File: src/rtl/ping_sequencer.sv
// Ultrasonic ping sequencer: burst -> blank -> listen -> hold-off, with time-of-flight capture and FIFO-overflow fault.
// All outputs are registered (one cycle after the deciding inputs); there is no backpressure, FIFO_FULL forces FAULT.
module ping_sequencer #(
  parameter int HALF_CYC      = 875,
  parameter int BURST_PULSES  = 32,
  parameter int BLANK_CYCLES  = 70000,
  parameter int PERIOD_CYCLES = 1000000,
  parameter int TOF_W         = 20
) (
  input  logic             SYS_CLK,
  input  logic             RSTbar,
  input  logic             ON,
  input  logic             MATCH,
  input  logic             FIFO_FULL,
  output logic             TX_P,
  output logic             TX_N,
  output logic             CAPTURE_EN,
  output logic             FIFO_CLR,
  output logic [TOF_W-1:0] TOF,
  output logic             TOF_VALID,
  output logic             TIMEOUT,
  output logic             OVERFLOW,
  output logic [2:0]       STATE
);

  typedef enum logic [2:0] {
    S_IDLE    = 3'd0,
    S_BURST   = 3'd1,
    S_BLANK   = 3'd2,
    S_LISTEN  = 3'd3,
    S_HOLDOFF = 3'd4,
    S_FAULT   = 3'd5
  } state_t;

  localparam int BURST_END = 2 * BURST_PULSES * HALF_CYC;
  localparam int TONE_W    = (HALF_CYC > 1) ? $clog2(HALF_CYC) : 1;

  localparam logic [TOF_W-1:0]  BURST_LAST  = TOF_W'(BURST_END - 1);
  localparam logic [TOF_W-1:0]  BLANK_LAST  = TOF_W'(BURST_END + BLANK_CYCLES - 1);
  localparam logic [TOF_W-1:0]  PERIOD_LAST = TOF_W'(PERIOD_CYCLES - 1);
  localparam logic [TONE_W-1:0] TONE_LAST   = TONE_W'(HALF_CYC - 1);

  state_t            state_q, state_d;
  logic [TOF_W-1:0]  pcnt_q, pcnt_d;
  logic [TONE_W-1:0] tone_q, tone_d;
  logic              phase_q, phase_d;
  logic              match_prev_q;
  logic [TOF_W-1:0]  tof_q, tof_d;
  logic              tx_p_q, tx_p_d;
  logic              tx_n_q, tx_n_d;
  logic              capture_en_q, capture_en_d;
  logic              fifo_clr_q, fifo_clr_d;
  logic              tof_valid_q, tof_valid_d;
  logic              timeout_q, timeout_d;
  logic              overflow_q, overflow_d;
  logic              restart;
  logic              match_edge;

  assign match_edge = MATCH & ~match_prev_q;

  always_comb begin
    state_d     = state_q;
    pcnt_d      = pcnt_q + 1'b1;
    tone_d      = tone_q;
    phase_d     = phase_q;
    tof_d       = tof_q;
    overflow_d  = overflow_q;
    fifo_clr_d  = 1'b0;
    tof_valid_d = 1'b0;
    timeout_d   = 1'b0;
    restart     = 1'b0;

    case (state_q)
      S_IDLE: begin
        pcnt_d  = '0;
        restart = ON;
      end
      S_BURST: begin
        if (tone_q == TONE_LAST) begin
          tone_d  = '0;
          phase_d = ~phase_q;
        end else begin
          tone_d = tone_q + 1'b1;
        end
        if (pcnt_q == BURST_LAST) state_d = S_BLANK;
      end
      S_BLANK: begin
        if (pcnt_q == BLANK_LAST) state_d = S_LISTEN;
      end
      S_LISTEN: begin
        if (match_edge) begin
          tof_d       = pcnt_q;
          tof_valid_d = 1'b1;
          state_d     = S_HOLDOFF;
        end else if (pcnt_q == PERIOD_LAST) begin
          timeout_d = 1'b1;
        end
        if (pcnt_q == PERIOD_LAST) restart = 1'b1;
      end
      S_HOLDOFF: begin
        if (pcnt_q == PERIOD_LAST) restart = 1'b1;
      end
      S_FAULT: begin
        pcnt_d = '0;
        if (!ON) begin
          state_d    = S_IDLE;
          overflow_d = 1'b0;
        end
      end
      default: begin
        state_d = S_IDLE;
        pcnt_d  = '0;
      end
    endcase

    // A new ping starts with the tone high and the sample FIFO flushed.
    if (restart) begin
      state_d    = S_BURST;
      pcnt_d     = '0;
      tone_d     = '0;
      phase_d    = 1'b1;
      fifo_clr_d = 1'b1;
    end

    // Overflow beats run-enable, which beats any phase decision made above.
    if (FIFO_FULL && state_q != S_IDLE && state_q != S_FAULT) begin
      state_d     = S_FAULT;
      overflow_d  = 1'b1;
      pcnt_d      = '0;
      tof_d       = tof_q;
      fifo_clr_d  = 1'b0;
      tof_valid_d = 1'b0;
      timeout_d   = 1'b0;
    end else if (!ON && state_q != S_FAULT) begin
      state_d     = S_IDLE;
      pcnt_d      = '0;
      tof_d       = tof_q;
      fifo_clr_d  = 1'b0;
      tof_valid_d = 1'b0;
      timeout_d   = 1'b0;
    end
  end

  assign tx_p_d       = (state_d == S_BURST) &  phase_d;
  assign tx_n_d       = (state_d == S_BURST) & ~phase_d;
  assign capture_en_d = (state_d == S_BLANK) | (state_d == S_LISTEN);

  always_ff @(posedge SYS_CLK or negedge RSTbar) begin
    if (!RSTbar) begin
      state_q      <= S_IDLE;
      pcnt_q       <= '0;
      tone_q       <= '0;
      phase_q      <= 1'b0;
      match_prev_q <= 1'b0;
      tof_q        <= '0;
      tx_p_q       <= 1'b0;
      tx_n_q       <= 1'b0;
      capture_en_q <= 1'b0;
      fifo_clr_q   <= 1'b0;
      tof_valid_q  <= 1'b0;
      timeout_q    <= 1'b0;
      overflow_q   <= 1'b0;
    end else begin
      state_q      <= state_d;
      pcnt_q       <= pcnt_d;
      tone_q       <= tone_d;
      phase_q      <= phase_d;
      match_prev_q <= MATCH;
      tof_q        <= tof_d;
      tx_p_q       <= tx_p_d;
      tx_n_q       <= tx_n_d;
      capture_en_q <= capture_en_d;
      fifo_clr_q   <= fifo_clr_d;
      tof_valid_q  <= tof_valid_d;
      timeout_q    <= timeout_d;
      overflow_q   <= overflow_d;
    end
  end

  assign TX_P       = tx_p_q;
  assign TX_N       = tx_n_q;
  assign CAPTURE_EN = capture_en_q;
  assign FIFO_CLR   = fifo_clr_q;
  assign TOF        = tof_q;
  assign TOF_VALID  = tof_valid_q;
  assign TIMEOUT    = timeout_q;
  assign OVERFLOW   = overflow_q;
  assign STATE      = state_q;

endmodule

File: config.mk
export PLATFORM = sky130hd
export DESIGN_NAME = ping_sequencer
export DESIGN_NICKNAME = d
export VERILOG_FILES = /design/src/rtl/ping_sequencer.sv
export SDC_FILE = /design/constraint.sdc
export NUM_CORES = 1
export LEC_CHECK = 0
export ABC_AREA = 0
export BUFFER_PORTS_ARGS = -buffer_cell sky130_fd_sc_hd__buf_2
export CORE_MARGIN = 4
export CORE_UTILIZATION = 35
export DETAILED_ROUTE_END_ITERATION = 6
export PLACE_DENSITY = 0.5
export SLEW_MARGIN = 10
export SYNTH_ARGS = -nofsm -noshare
export SYNTH_HDL_FRONTEND = slang
export SYNTH_SLANG_ARGS = --single-unit
export TNS_END_PERCENT = 30
File: constraint.sdc
create_clock -name SYS_CLK -period 5.1 [get_ports SYS_CLK]
set_clock_uncertainty 0.05 [all_clocks]
set_input_delay 0.51 -clock SYS_CLK [delete_from_list [all_inputs] [get_ports SYS_CLK]]
set_output_delay 0.51 -clock SYS_CLK [all_outputs]
set_load 0.02 [all_outputs]
Word-level counts from Yosys, hierarchy flattened
Cells that the tools add are included.
{"block": "word_totals", "input_bits": 5, "output_inout_bits": 30, "elab_cells": 85, "ff_bits": 62}
{"block": "classes", "n_bitwise": 9, "eq_ne": 14, "reduce_logical": 13, "muxes": 34, "add_sub_neg": 2}
{"op": "$mux W20", "count": 4}
{"op": "$mux W10", "count": 3}
{"op": "$mux W3", "count": 7}
{"op": "$add A20 B1 Y20 const B", "count": 1}
{"op": "$eq A20 B16 Y1 const B", "count": 1}
{"op": "$eq A20 B17 Y1 const B", "count": 1}
{"op": "$eq A20 B20 Y1 const B", "count": 1}
{"op": "$mux W1", "count": 18}
{"op": "$pmux W3 S5", "count": 1}
{"op": "$eq A3 B2 Y1 const B", "count": 4}
{"op": "$add A10 B1 Y10 const B", "count": 1}
{"op": "$eq A10 B10 Y1 const B", "count": 1}
{"op": "$eq A3 B1 Y1 const B", "count": 2}
{"op": "$eq A3 B3 Y1 const B", "count": 2}
{"op": "$not A1 Y1", "count": 5}
{"op": "$reduce_and A4 Y1", "count": 1}
{"op": "$reduce_bool A2 Y1", "count": 2}
{"op": "$reduce_or A2 Y1", "count": 2}
{"op": "$reduce_or A4 Y1", "count": 1}
{"op": "$and A1 B1 Y1", "count": 3}
{"op": "$logic_and A1 B1 Y1", "count": 3}
{"op": "$logic_not A3 Y1", "count": 1}
{"op": "$ne A3 B3 Y1 const B", "count": 1}
{"op": "$reduce_bool A3 Y1", "count": 1}
{"op": "other kinds (5)", "count": 5}

Depth between registers and ports, before layout
Gate-level depths: netlist of run 1.
{"block": "logic_depth", "word_depth": 9, "mapped_depth": 9, "depth_no_buf": 8}

Worst setup path before layout of run 1
OpenSTA, ideal clock, no wires.
{"block": "synth_timing", "kind": "reg-to-reg", "start": "reg pcnt_q[0]", "end": "reg pcnt_q[14]", "arrival_time_ns": 1.748, "setup_ns": 0.119, "t_required_ns": 4.931, "period_less_slack_ns": 1.917, "n_path_buf": 1, "stages_incl_launch_ff": 9, "path_slack_ns": 3.183, "cell_sequence": "dfrtp_1 ha_1 and3_2 nand3_4 nor4_4 a211oi_1 o21ai_2 buf_6 nor2_1"}
{"block": "synth_via", "elab_chain_len": 6, "word_cells_on_any_way": 8}
{"element": "start, declared", "line": "44", "text": "logic [TOF_W-1:0] pcnt_q, pcnt_d;"}
{"element": "start signal, assigned", "line": "165", "text": "pcnt_q <= pcnt_d;"}
{"element": "parallel branches: the longest is 3 deep, another holds $add A20 B1 Y20"}
{"element": "$mux W20 (*)", "line": "117", "text": "if (restart) begin"}
{"element": "$mux W20 (*)", "line": "134", "text": "end else if (!ON && state_q != S_FAULT) begin"}
{"element": "$mux W20 (*)", "line": "126", "text": "if (FIFO_FULL && state_q != S_IDLE && state_q != S_FAULT) begin"}
{"element": "named net pcnt_d[14]", "line": "44"}
Mark *: on every way through the listed nets, which the timed path passes.
A chain may end at the register's enable or synchronous reset.

Worst setup path in the final report of run 1
{"block": "layout_timing", "start": "reg state_q[0], in the netlist STATE[0]", "end": "reg tx_p_q, in the netlist TX_P"}
{"block": "layout_via", "elab_chain_len": 8, "word_cells_on_any_way": 26}
{"element": "start, declared", "line": "43", "text": "state_t state_q, state_d;"}
{"element": "start signal, assigned", "line": "164", "text": "state_q <= state_d;"}
{"element": "$eq A3 B3 Y1, or another cell as far along", "line": "73", "text": "case (state_q)"}
{"element": "$reduce_or A2 Y1 (no line)"}
{"element": "$pmux W3 S5 or $pmux W1 S2 (tied branches)", "line": "73"}
{"element": "$mux W3", "line": "117"}
{"element": "$mux W3", "line": "134"}
{"element": "$mux W3", "line": "126"}
{"element": "$eq A3 B1 Y1", "line": "144", "text": "assign tx_p_d = (state_d == S_BURST) & phase_d;"}
{"element": "$and A1 B1 Y1 (*)", "line": "144"}
{"element": "named net tx_p_d", "line": "49", "text": "logic tx_p_q, tx_p_d;"}
{"element": "end signal, assigned", "line": "170", "text": "tx_p_q <= tx_p_d;"}
{"element": "end, declared", "line": "49"}
The timed path passes the listed nets; every way through them passes the cells marked *.

==> out/metrics.csv, run 1 <==
metric;value;unit
status;finished clean;
hold buffer count at CTS;0;
H-tree levels;3;
Crit. End Element;flip-flop;
XOR/XNOR share of the synthesized area;5.836;%
CP max stage delay;810;ps
vias per cell;5.201;
Syn Area/Cell;10.53;sq um
ys flop type;dfrtp_1;
final hold viol count;0;
post-synthesis cell type count;47;
First-pass DRT Iterations;4;
Arrival @ worst endpoint;2920;ps
initial antenna violation count;0;
RSZ-0062 raised after global routing;no;
largest family of logic cells by synthesized area;simple AND/OR/NAND/NOR gates;
P per Cell Area;390.8;nW/um^2
final WL;6.237;mm
most common cell in the netlist;dfrtp_1;
Post-synth EDFFs;0;
clock share of power;37.7;%
initial DRC count;87;
area leader, netlist;dfrtp_1;
number of max-cap violations;0;
count of warnings emitted by yosys;0;
Commonest cells post-synth;dfrtp_1, nor2_1, nand2_1, mux2_2, nand3_1;
clock slew at reported path FFs;70;ps
Longest Clk Path Bufs;2;
n_diodes;0;
post-route ant nets;0;
worst path required time;5320;ps
crit start category;flip-flop;
area grow syn2layout;16.76;%
Rel. slew slack;35.81;%
DRC;0;
crit path max-delay cell type;nor2b_1;
Synth top area share;51.69;%
CP max FO;15;
worst hold path stage count;1;
TritonCTS Buffers;9;
final setup violation count;0;
Synth Instances;285;
setup_tns;0;ps
total power;1.370;mW
hold path endpoint;match_prev_q;
Rows;33;
Max Freq;371.1;MHz
fin crit share;52.84;%
IO Port Bufs;34;
# resized after CTS;0;
overall routing resource usage;13.73;%
Post-CTS Setup Inserts;0;
largest net degree at the start of global routing;63;
Initial Util;36.17;%
Netlist Area Pre-Place;3002;sq um
NetSw;420.7;uW
vias in the first global route;2183;
RR Endpoint;TX_P;
syn nets;293;
insertion delay to the later sink of the worst-skew pair;340;ps
Post-Synth Simple-Gate Area;21.63;%
combinational power share;20.4;%
nets;330;
Sw Share;30.71;%
hold crit path type;in2reg;
layout cells sized above 1;25.08;%
Die Width;100.6;um
min Tclk post-route;2695;ps
Root Driver;clkbuf_8;
DIE HEIGHT;100.6;um
compound-gate portion of the synthesized area;9.296;%
P_leak;1.628;nW
Peak VDD IR;0.1372;mV
core box area;8299;sq um
synth top area cells;dfrtp_1, mux2_2, nor2_1;
Seq pwr share;42.0;%
sequential share of the synthesized area;51.69;%
Slew @ Worst Pin;960.9;ps
I/O Pins;35;
die area;10120;sq um
via count;2247;
CTS tree;yes;
Buffers & Inverters on Critical Path;0;
fraction of registers with async set/reset;100.0;%
DP HPWL;4.242;mm
Hold Path Origin;MATCH;
R2R setup slack;2410;ps
mux cell area share after synthesis;7.503;%
pins over their slew limit;0;
clk sink count;62;
internal power;949.0;uW
CP top delay family;simple AND/OR/NAND/NOR gates;
flops & latches, synth;62;
first-pass GRT wire length;11.02;mm
Crit path top cell by count;nor2b_1;
placer congestion estimate;0.7518;
total gr overflow;0;
CP Cell Sequence;nor2b_1 > nor2b_1 > o41ai_1 > nor3b_2 > o22ai_1 > and2_1;
Critical R2R Launch;STATE[0];
drt wl/cell;14.44;um
critical path class;reg2reg;
depth of the most critical reg-to-reg path;6;
Synth Area in Adders;1.251;%
## power groups by stage
stage	Combinational, mW	Clock [mW]	Sequential [mW]
final	0.279	0.516	0.575
after global routing	0.311	0.557	0.583
after CTS	0.282	0.534	0.572
after detailed placement	0.282	0	0.582
after global placement	0.281	0	0.581
after floorplan	0.216	0	0.571
## stage by stage
step / area (sq um) / hold WS (ps) / setup WS (ps) / cells / util (%)
floorplan: 3002 / 164.4 / 3183 / 285 / -
global placement: 3268 / 434.2 / 2426 / 416 / 39.38
detailed placement: 3268 / 436.7 / 2437 / 416 / 39.38
CTS: 3505 / 217.1 / 2441 / 432 / 42.23
global route: 3505 / 214.6 / 2168 / 432 / 42.23
finish: 3505 / 235.2 / 2405 / 432 / 42.23
## state kept, by name, summed over array words and instances, names as in the netlist, 3 cells and up
name / flops
pcnt_q: 20
tone_q: 10
TOF: 20
STATE: 3
## cells in the final DEF, fill, tap and decap left out, types with 3 or more instances in the layout
master     count
inv_1          5
nand3_1       15
buf_2         34
a311oi_1       3
nand4_1        4
nor2b_1        7
nand3b_1       5
ha_1           3
bufinv_16      3
clkinv_2       3
a22oi_1        3
o21ai_0       10
nand2b_1       3
nor4bb_1       3
mux2_2        20
buf_4          4
dfrtp_1       62
xor2_1        11
nor4_1         4
clkbuf_8       9
a21oi_1        7
xnor2_1        9
nor2_1        39
nor3_1         7
and3_1         5
nand2_1       21
## logic make-up (layout without fill, tap and decap cells)
| family | after synthesis | in the layout |
|---|---|---|
| multiplexers | 20 | 20 |
| flip-flops | 62 | 62 |
| AND/OR/NAND/NOR | 123 | 123 |
| adder cells (fa/ha/maj) | 3 | 3 |
| buffers and inverters | 17 | 59 |
| AO/OA/AOI/OAI | 40 | 40 |
| XOR/XNOR | 20 | 20 |
## worst max path at each step
stage / start / to / slack [ps] / depth (start not counted)
2_1_floorplan: pcnt_q[0] / pcnt_q[14] / 3180 / 8
3_3_place_gp: STATE[0] / TX_N / 2430 / 6
3_5_place_dp: STATE[0] / TX_P / 2440 / 6
4_1_cts: STATE[0] / TX_P / 2440 / 6
5_1_grt: STATE[0] / TX_N / 2170 / 6
6_report: STATE[0] / TX_P / 2410 / 6
## layer usage
| layer | up-vias | GRT usage (%) | wire, um | part of all wire (%) |
|---|---|---|---|---|
| met4 | 0 | 4.560 | 76 | 1.2 |
| met3 | 6 | 5.052 | 318 | 5.1 |
| li1 | 1087 | - | - | - |
| met2 | 48 | 20.20 | 2844 | 46 |
| met5 | - | 0 | 0 | 0 |
| met1 | 1106 | 18.69 | 2998 | 48 |
## area by class of cell
| cell class | count | area [sq um] |
|---|---|---|
| repair buffers | 38 | 200.2 |
| fillers | 810 | 4795 |
| clock buffers | 9 | 123.9 |
| clock inverters | 7 | 112.6 |
| flip-flops and latches | 62 | 1551 |
| well taps | 105 | 131.4 |
| inverters | 5 | 18.77 |
| multi-input cells | 206 | 1366 |
No activity file was read; power rests on OpenSTA's default activity.
==> run 2, diff against run 1 <==
- ABC_AREA: 0 -> 1
- PLACE_DENSITY: 0.5 -> 0.52
- clock period: 5.1 -> 2.33 ns (I/O delays scaled with it)
==> run 2 against run 1 <==
Synthesized area increased by 5.0%. Maximum frequency increased by 39%. Via count increased by 16%. Highest routed layer unchanged. Final area increased by 3.6%. Die area increased by 4.6%. Sequential power increased by 110%. Flip-flop and latch count unchanged. Global-route usage increased by 0.79 points. Non-clock buffer count increased by 1. Routed wire length increased by 12%. Setup slack got worse by 2000 ps. First-iteration DRC count increased by 51%.
==> out/metrics.csv, run 2 <==
metric;value;unit;change
worst hold path stage count;2;;+1
largest net degree at the start of global routing;40;;-37%
fraction of registers with async set/reset;100.0;%;unchanged
worst path required time;2500;ps;-2820 ps
core box area;8721;sq um;+5.1%
clock slew at reported path FFs;60;ps;about the same
most common cell in the netlist;nand2_1;;
H-tree levels;3;;unchanged
final setup violation count;0;;unchanged
Setup WS post-layout;389.7;ps;-2016 ps
multi-input combinational cell area;1336;sq um;-2.2%
initial DRC count;131;;+51%
DP HPWL;5.271;mm;+24%
Hold Path Origin;FIFO_FULL;;
Crit path top cell by count;nor2_1;;
post-route ant nets;0;;unchanged
first-pass GRT wire length;11.92;mm;+8.2%
RSZ-0062 raised after global routing;no;;
clk sink count;62;;unchanged
final WL;6.982;mm;+12%
internal power;1.797;mW;+89%
DIE HEIGHT;102.9;um;+2.3%
critical path class;reg2reg;;
crit start category;flip-flop;;
Commonest cells post-synth;nand2_1, dfrtp_1, nor2_1, inv_1, o21ai_0;;
layout cells sized above 1;16.74;%;-8.3 points
Rel. slew slack;73.02;%;+37 points
Synth top area share;49.23;%;-2.5 points
area leader, netlist;dfrtp_1;;
leading cell type in the layout, fill and taps excluded;nand2_1;;
commonest non-fill, non-tap cells in the layout;nand2_1, dfrtp_1, nor2_1, inv_1;;
drt wl/cell;12.69;um;-12%
hold path endpoint;FIFO_CLR;;
IO Port Bufs;34;;unchanged
P per Cell Area;758.0;nW/um^2;+94%
combinational power share;24.3;%;+3.9 points
Longest Clk Path Bufs;2;;unchanged
total gr overflow;0;;unchanged
vias per cell;4.755;;-8.6%
fin crit share;83.28;%;+30 points
CP Cell Sequence;ha_1 > inv_1 > nor3_1 > nand3_1 > nor2_1 > nor2_1 > nor2_1 > nor2_1 > nand2_1 > nor2_1;;
vias in the first global route;2537;;+16%
dpl ws;370.6;ps;-2067 ps
hold buffer count at CTS;2;;+2
Max Freq;515.4;MHz;+39%
insertion delay to the later sink of the worst-skew pair;340;ps;about the same
Post-synth EDFFs;0;;unchanged
Reg area;1551;sq um;unchanged
pins over their slew limit;0;;unchanged
Root Driver;clkbuf_8;;
number of max-cap violations;0;;unchanged
Initial Util;36.14;%;about the same
hold crit path type;in2reg;;
count of warnings emitted by yosys;0;;unchanged
TritonCTS Buffers;9;;unchanged
initial antenna violation count;0;;unchanged
P_leak;1.798;nW;+10%
Rows;34;;+3.0%
ys flop type;dfrtp_1;;
final core utilization;41.62;%;-0.61 points
CP top delay family;simple AND/OR/NAND/NOR gates;;
First-pass DRT Iterations;5;;+1
# resized after CTS;0;;unchanged
fillcell total;882;;+8.9%
status;finished clean;;
area grow syn2layout;15.16;%;
min Tclk post-route;1940;ps;-754.3 ps
placer congestion estimate;0.8439;;+12%
NetSw;954.4;uW;+130%
R2R setup slack;390;ps;-2020 ps
DRC;0;;unchanged
Buffers & Inverters on Critical Path;1;;+1
RR Endpoint;TX_P;;
CP max stage delay;370;ps;-440 ps
final non-filler cell total;550;;+27%
depth of the most critical reg-to-reg path;10;;+4
placed cell count;534;;+28%
Post-CTS Setup Inserts;0;;unchanged
via count;2615;;+16%
clock share of power;31.0;%;-6.7 points
n_diodes;0;;unchanged
Crit. End Element;flip-flop;;
setup_tns;0;ps;unchanged
Peak VDD IR;0.3164;mV;+130%
Slew @ Worst Pin;404.7;ps;-556.2 ps
post-synthesis cell type count;29;;-38%
I/O Pins;35;;unchanged
Arrival @ worst endpoint;2120;ps;-800 ps
crit path max-delay cell type;dfrtp_1;;
Syn Area/Cell;7.999;sq um;-24%
Die Width;102.9;um;+2.3%
CP max FO;4;;-11
hold slack;53.46;ps;-181.7 ps
overall routing resource usage;14.52;%;+0.79 points
Synth Instances;394;;+38%
Seq pwr share;44.7;%;+2.7 points
CTS tree;yes;;
sequential share of the synthesized area;49.23;%;-2.5 points
syn nets;402;;+37%
Critical R2R Launch;pcnt_q[0];;
synth top area cells;dfrtp_1, nand2_1, nor2_1;;
flops & latches, synth;62;;unchanged
final hold viol count;0;;unchanged
nets;447;;+35%
die area;10590;sq um;+4.6%
Sw Share;34.69;%;+4.0 points
Netlist Area Pre-Place;3152;sq um;+5.0%
==> run 2: changes by cell type after synthesis, sizes merged, moves of 8 or more <==
| cell | change |
|---|---|
| xnor2 | -8 |
| o21ai | +24 |
| nor3 | +8 |
| nor2 | +25 |
| mux2 | -20 |
| nand2 | +68 |
| inv | +53 |
| nand3 | +14 |
==> run 2: metrics by stage <==
| step | total power, mW | cell area [sq um] |
|---|---|---|
| after floorplan | 1.734 | 3152 |
| after global placement | 1.921 | 3436 |
| after detailed placement | 1.927 | 3436 |
| after CTS | 2.792 | 3630 |
| after global routing | 2.932 | 3630 |
| final | 2.751 | 3630 |
==> run 2: final cells by class <==
type                    count  share of cell area, %
clock inverters             1                 0.1379
multi-input cells         269                  36.81
flip-flops and latches     62                  42.74
repair buffers             39                  5.860
well taps                 108                  3.723
clock buffers              13                  4.654
inverters                  58                  6.067
==> run 2: per-layer routing <==
layer / routed length (um) / vias to the layer above / track usage [%]
met1: 3450 / 1217 / 20.17
met4: 161 / 0 / 6.175
met5: 0 / - / 0
met3: 280 / 15 / 3.857
li1: - / 1337 / -
met2: 3089 / 46 / 21.41
==> run 2: power groups by stage <==
stage	clock network, mW	logic [mW]	registers (mW)
detailed placement	0	0.677	1.25
floorplan	0	0.453	1.28
CTS	0.883	0.682	1.23
global route	0.925	0.767	1.24
global placement	0	0.675	1.25
finish	0.853	0.669	1.23
==> run 2: cell families (layout without fill, tap and decap cells) <==
family                   after synthesis  after routing  synth area share, %
AND/OR/NAND/NOR                      208            208                29.97
buffers and inverters                 63            111                8.377
flip-flops                            62             62                49.23
AO/OA/AOI/OAI                         44             44                7.304
XOR/XNOR                              13             13                3.613
adder cells (fa/ha/maj)                3              3                1.191
multiplexers                           1              1               0.3176
==> run 2: how the worst max path moves through the flow <==
stage,startpoint,to,slack (ps),depth (start not counted)
finish,pcnt_q[0],TX_P,390,10
floorplan,STATE[1],TOF[12],700,10
global route,pcnt_q[0],TX_P,7,10
CTS,pcnt_q[0],TX_P,360,10
global placement,pcnt_q[0],TX_P,420,10
detailed placement,pcnt_q[0],TX_P,370,10
==> run 3, diff against run 2 <==
- ABC_AREA: 1 -> 0
- clock period: 2.33 -> 1.7 ns (I/O delays scaled with it)
==> run 3 against run 2 <==
The flow now finishes with violations (negative setup slack). Clock power rose by 91%. Critical path depth down 3. Sequential share of layout area is 5.8 points lower. Final cell count shrank 9.8%. Sequential power up 34%. Total power increased by 75%. Register-to-register slack worse by 640 ps. Clock-buffer cell count did not move. Global-route usage up 1.0 points. Combinational power up 130%.
==> out/metrics.csv, run 3 (same netlist as run 1, synthesis figures left out) <==
metric;value;unit;change
nets;394;;-12%
placer congestion estimate;0.8120;;-3.8%
total power;4.811;mW;+75%
via count;2492;;-4.7%
overall routing resource usage;15.55;%;+1.0 points
worst path required time;1880;ps;-620 ps
fin crit share;114.6;%;+31 points
DP HPWL;4.929;mm;-6.5%
leading cell type in the layout, fill and taps excluded;dfrtp_1;;
CP max stage delay;380;ps;about the same
hold crit path type;in2reg;;
TritonCTS Buffers;9;;unchanged
Top Metal Used;met4;;
Die Width;100.6;um;-2.2%
depth of the most critical reg-to-reg path;7;;-3
DRC;0;;unchanged
clock slew at reported path FFs;70;ps;about the same
Root Driver;clkbuf_8;;
Hold Path Origin;ON;;
Slew @ Worst Pin;433.5;ps;+28.78 ps
R2R setup slack;-250;ps;-640 ps
number of max-cap violations;0;;unchanged
met1 WL;3.589;mm;+4.0%
drt wl/cell;14.79;um;+17%
vias per cell;5.024;;+5.7%
pins over their slew limit;0;;unchanged
P per Cell Area;1144;nW/um^2;+51%
Buffers & Inverters on Critical Path;1;;unchanged
hold path endpoint;STATE[2];;
vias in the first global route;2568;;+1.2%
Rel. slew slack;70.79;%;-2.2 points
RR Endpoint;TX_P;;
clk sink count;62;;unchanged
CP max FO;2;;-2
post-route ant nets;0;;unchanged
Critical R2R Launch;pcnt_q[6];;
First-pass DRT Iterations;4;;-1
violated checks;negative setup slack;;
setup_tns;-5877;ps;-5877 ps
fillcell total;763;;-13%
Arrival @ worst endpoint;2130;ps;about the same
Setup WS post-layout;-247.5;ps;-637.1 ps
met2 wire length;3.410;mm;+10%
min Tclk post-route;1947;ps;+7.117 ps
initial antenna violation count;0;;unchanged
met3 WL;235;um;-16%
Peak VDD IR;0.5039;mV;+59%
Crit. End Element;flip-flop;;
Rows;33;;-2.9%
layout cells sized above 1;41.69;%;+25 points
Initial Util;36.17;%;about the same
Placed Area;3754;sq um;+9.2%
hold slack;135.0;ps;+81.53 ps
CTS tree;yes;;
die area;10120;sq um;-4.4%
P_leak;2.004;nW;+11%
insertion delay to the later sink of the worst-skew pair;340;ps;about the same
H-tree levels;3;;unchanged
crit start category;flip-flop;;
CP Cell Sequence;nor4_1 > nand2_1 > buf_6 > o41ai_2 > nor3b_2 > o22ai_2 > and2_1;;
design area;4204;sq um;+16%
total gr overflow;0;;unchanged
initial DRC count;50;;-62%
DIE HEIGHT;100.6;um;-2.2%
I/O Pins;35;;unchanged
final WL;7.336;mm;+5.1%
Longest Clk Path Bufs;2;;unchanged
first-pass GRT wire length;12.52;mm;+5.0%
status;finished with violations;;
IO Port Bufs;34;;unchanged
commonest non-fill, non-tap cells in the layout;dfrtp_1, buf_4, nor2_1, buf_2;;
CP top delay family;simple AND/OR/NAND/NOR gates;;
n_diodes;0;;unchanged
final setup violation count;38;;+38
final hold viol count;0;;unchanged
crit path max-delay cell type;dfrtp_1;;
Max Freq;513.5;MHz;-0.37%
worst hold path stage count;3;;+1
critical path class;reg2reg;;
core box area;8299;sq um;-4.8%
RSZ-0062 raised after global routing;yes;;
area grow syn2layout;40.06;%;
largest net degree at the start of global routing;63;;+57%
==> run 3: cell types whose count changed in the layout (fill, tap and decap cells not counted), sizes merged, moves of 5 or more <==
cell | previous run | this run
nor2b | 0 | 7
nand3b | 0 | 5
nand4 | 10 | 4
nor3 | 15 | 7
buf | 37 | 100
o21ai | 35 | 11
mux2 | 0 | 20
nand3 | 30 | 16
xnor2 | 1 | 9
nor4 | 0 | 5
and3 | 0 | 6
inv | 58 | 5
nand2 | 89 | 21
nor2 | 64 | 39
==> run 3: metal layers <==
metal | global-route usage (%) | up-vias
met4 | 5.285 | 0
li1 | - | 1212
met5 | 0 | -
met1 | 21.12 | 1238
met3 | 3.391 | 9
met2 | 24.56 | 33
==> run 3: tightest hold or removal path: cells and delay by family <==
family	cells	cell delay (ps)
AO/OA/AOI/OAI	2	150
buffers and inverters	1	150
==> run 3: worst max-delay path by stage <==
stage | from | end | cells after the start
finish | pcnt_q[6] | TX_P | 7
global placement | pcnt_q[6] | TX_N | 7
detailed placement | tone_q[0] | TX_P | 9
floorplan | pcnt_q[0] | TX_P | 7
CTS | pcnt_q[6] | TX_P | 7
global route | pcnt_q[0] | TX_P | 7
==> run 3: layout make-up <==
| type | instances | area (sq um) | area share, % |
|---|---|---|---|
| inverters | 5 | 18.77 | 0.4464 |
| repair buffers | 102 | 734.5 | 17.47 |
| flip-flops and latches | 62 | 1553 | 36.93 |
| well taps | 105 | 131.4 | 3.125 |
| multi-input cells | 206 | 1518 | 36.10 |
| clock inverters | 3 | 90.09 | 2.143 |
| clock buffers | 13 | 158.9 | 3.780 |
==> run 3: what timing repair did <==
action / in CTS / in global routing
pin swaps: 13 / 4
endpoints found under the setup margin: 59 / 59
resized for setup: 27 / 5
cloned: 1 / 0
buffers inserted: 2 / 0
hold buffers: 2 / 0
endpoints found under the hold margin: 63 / 0
==> run 3: per-stage QoR <==
step | worst slack, ps | std cells | utilization (%)
after global routing | -358.3 | 496 | 50.66
final | -247.5 | 496 | 50.66
after detailed placement | -267.2 | 475 | 45.23
after global placement | -243.1 | 475 | 45.23
after floorplan | -130.3 | 285 | -
after CTS | -225.9 | 496 | 50.32
==> run 3: report_power, final <==
group | leakage (nW) | switching, mW | total, mW | internal, mW
Clock | 0.124 | 0.578 | 1.63 | 1.06
Sequential | 0.847 | 0.0864 | 1.65 | 1.56
Combinational | 1.03 | 0.791 | 1.53 | 0.735
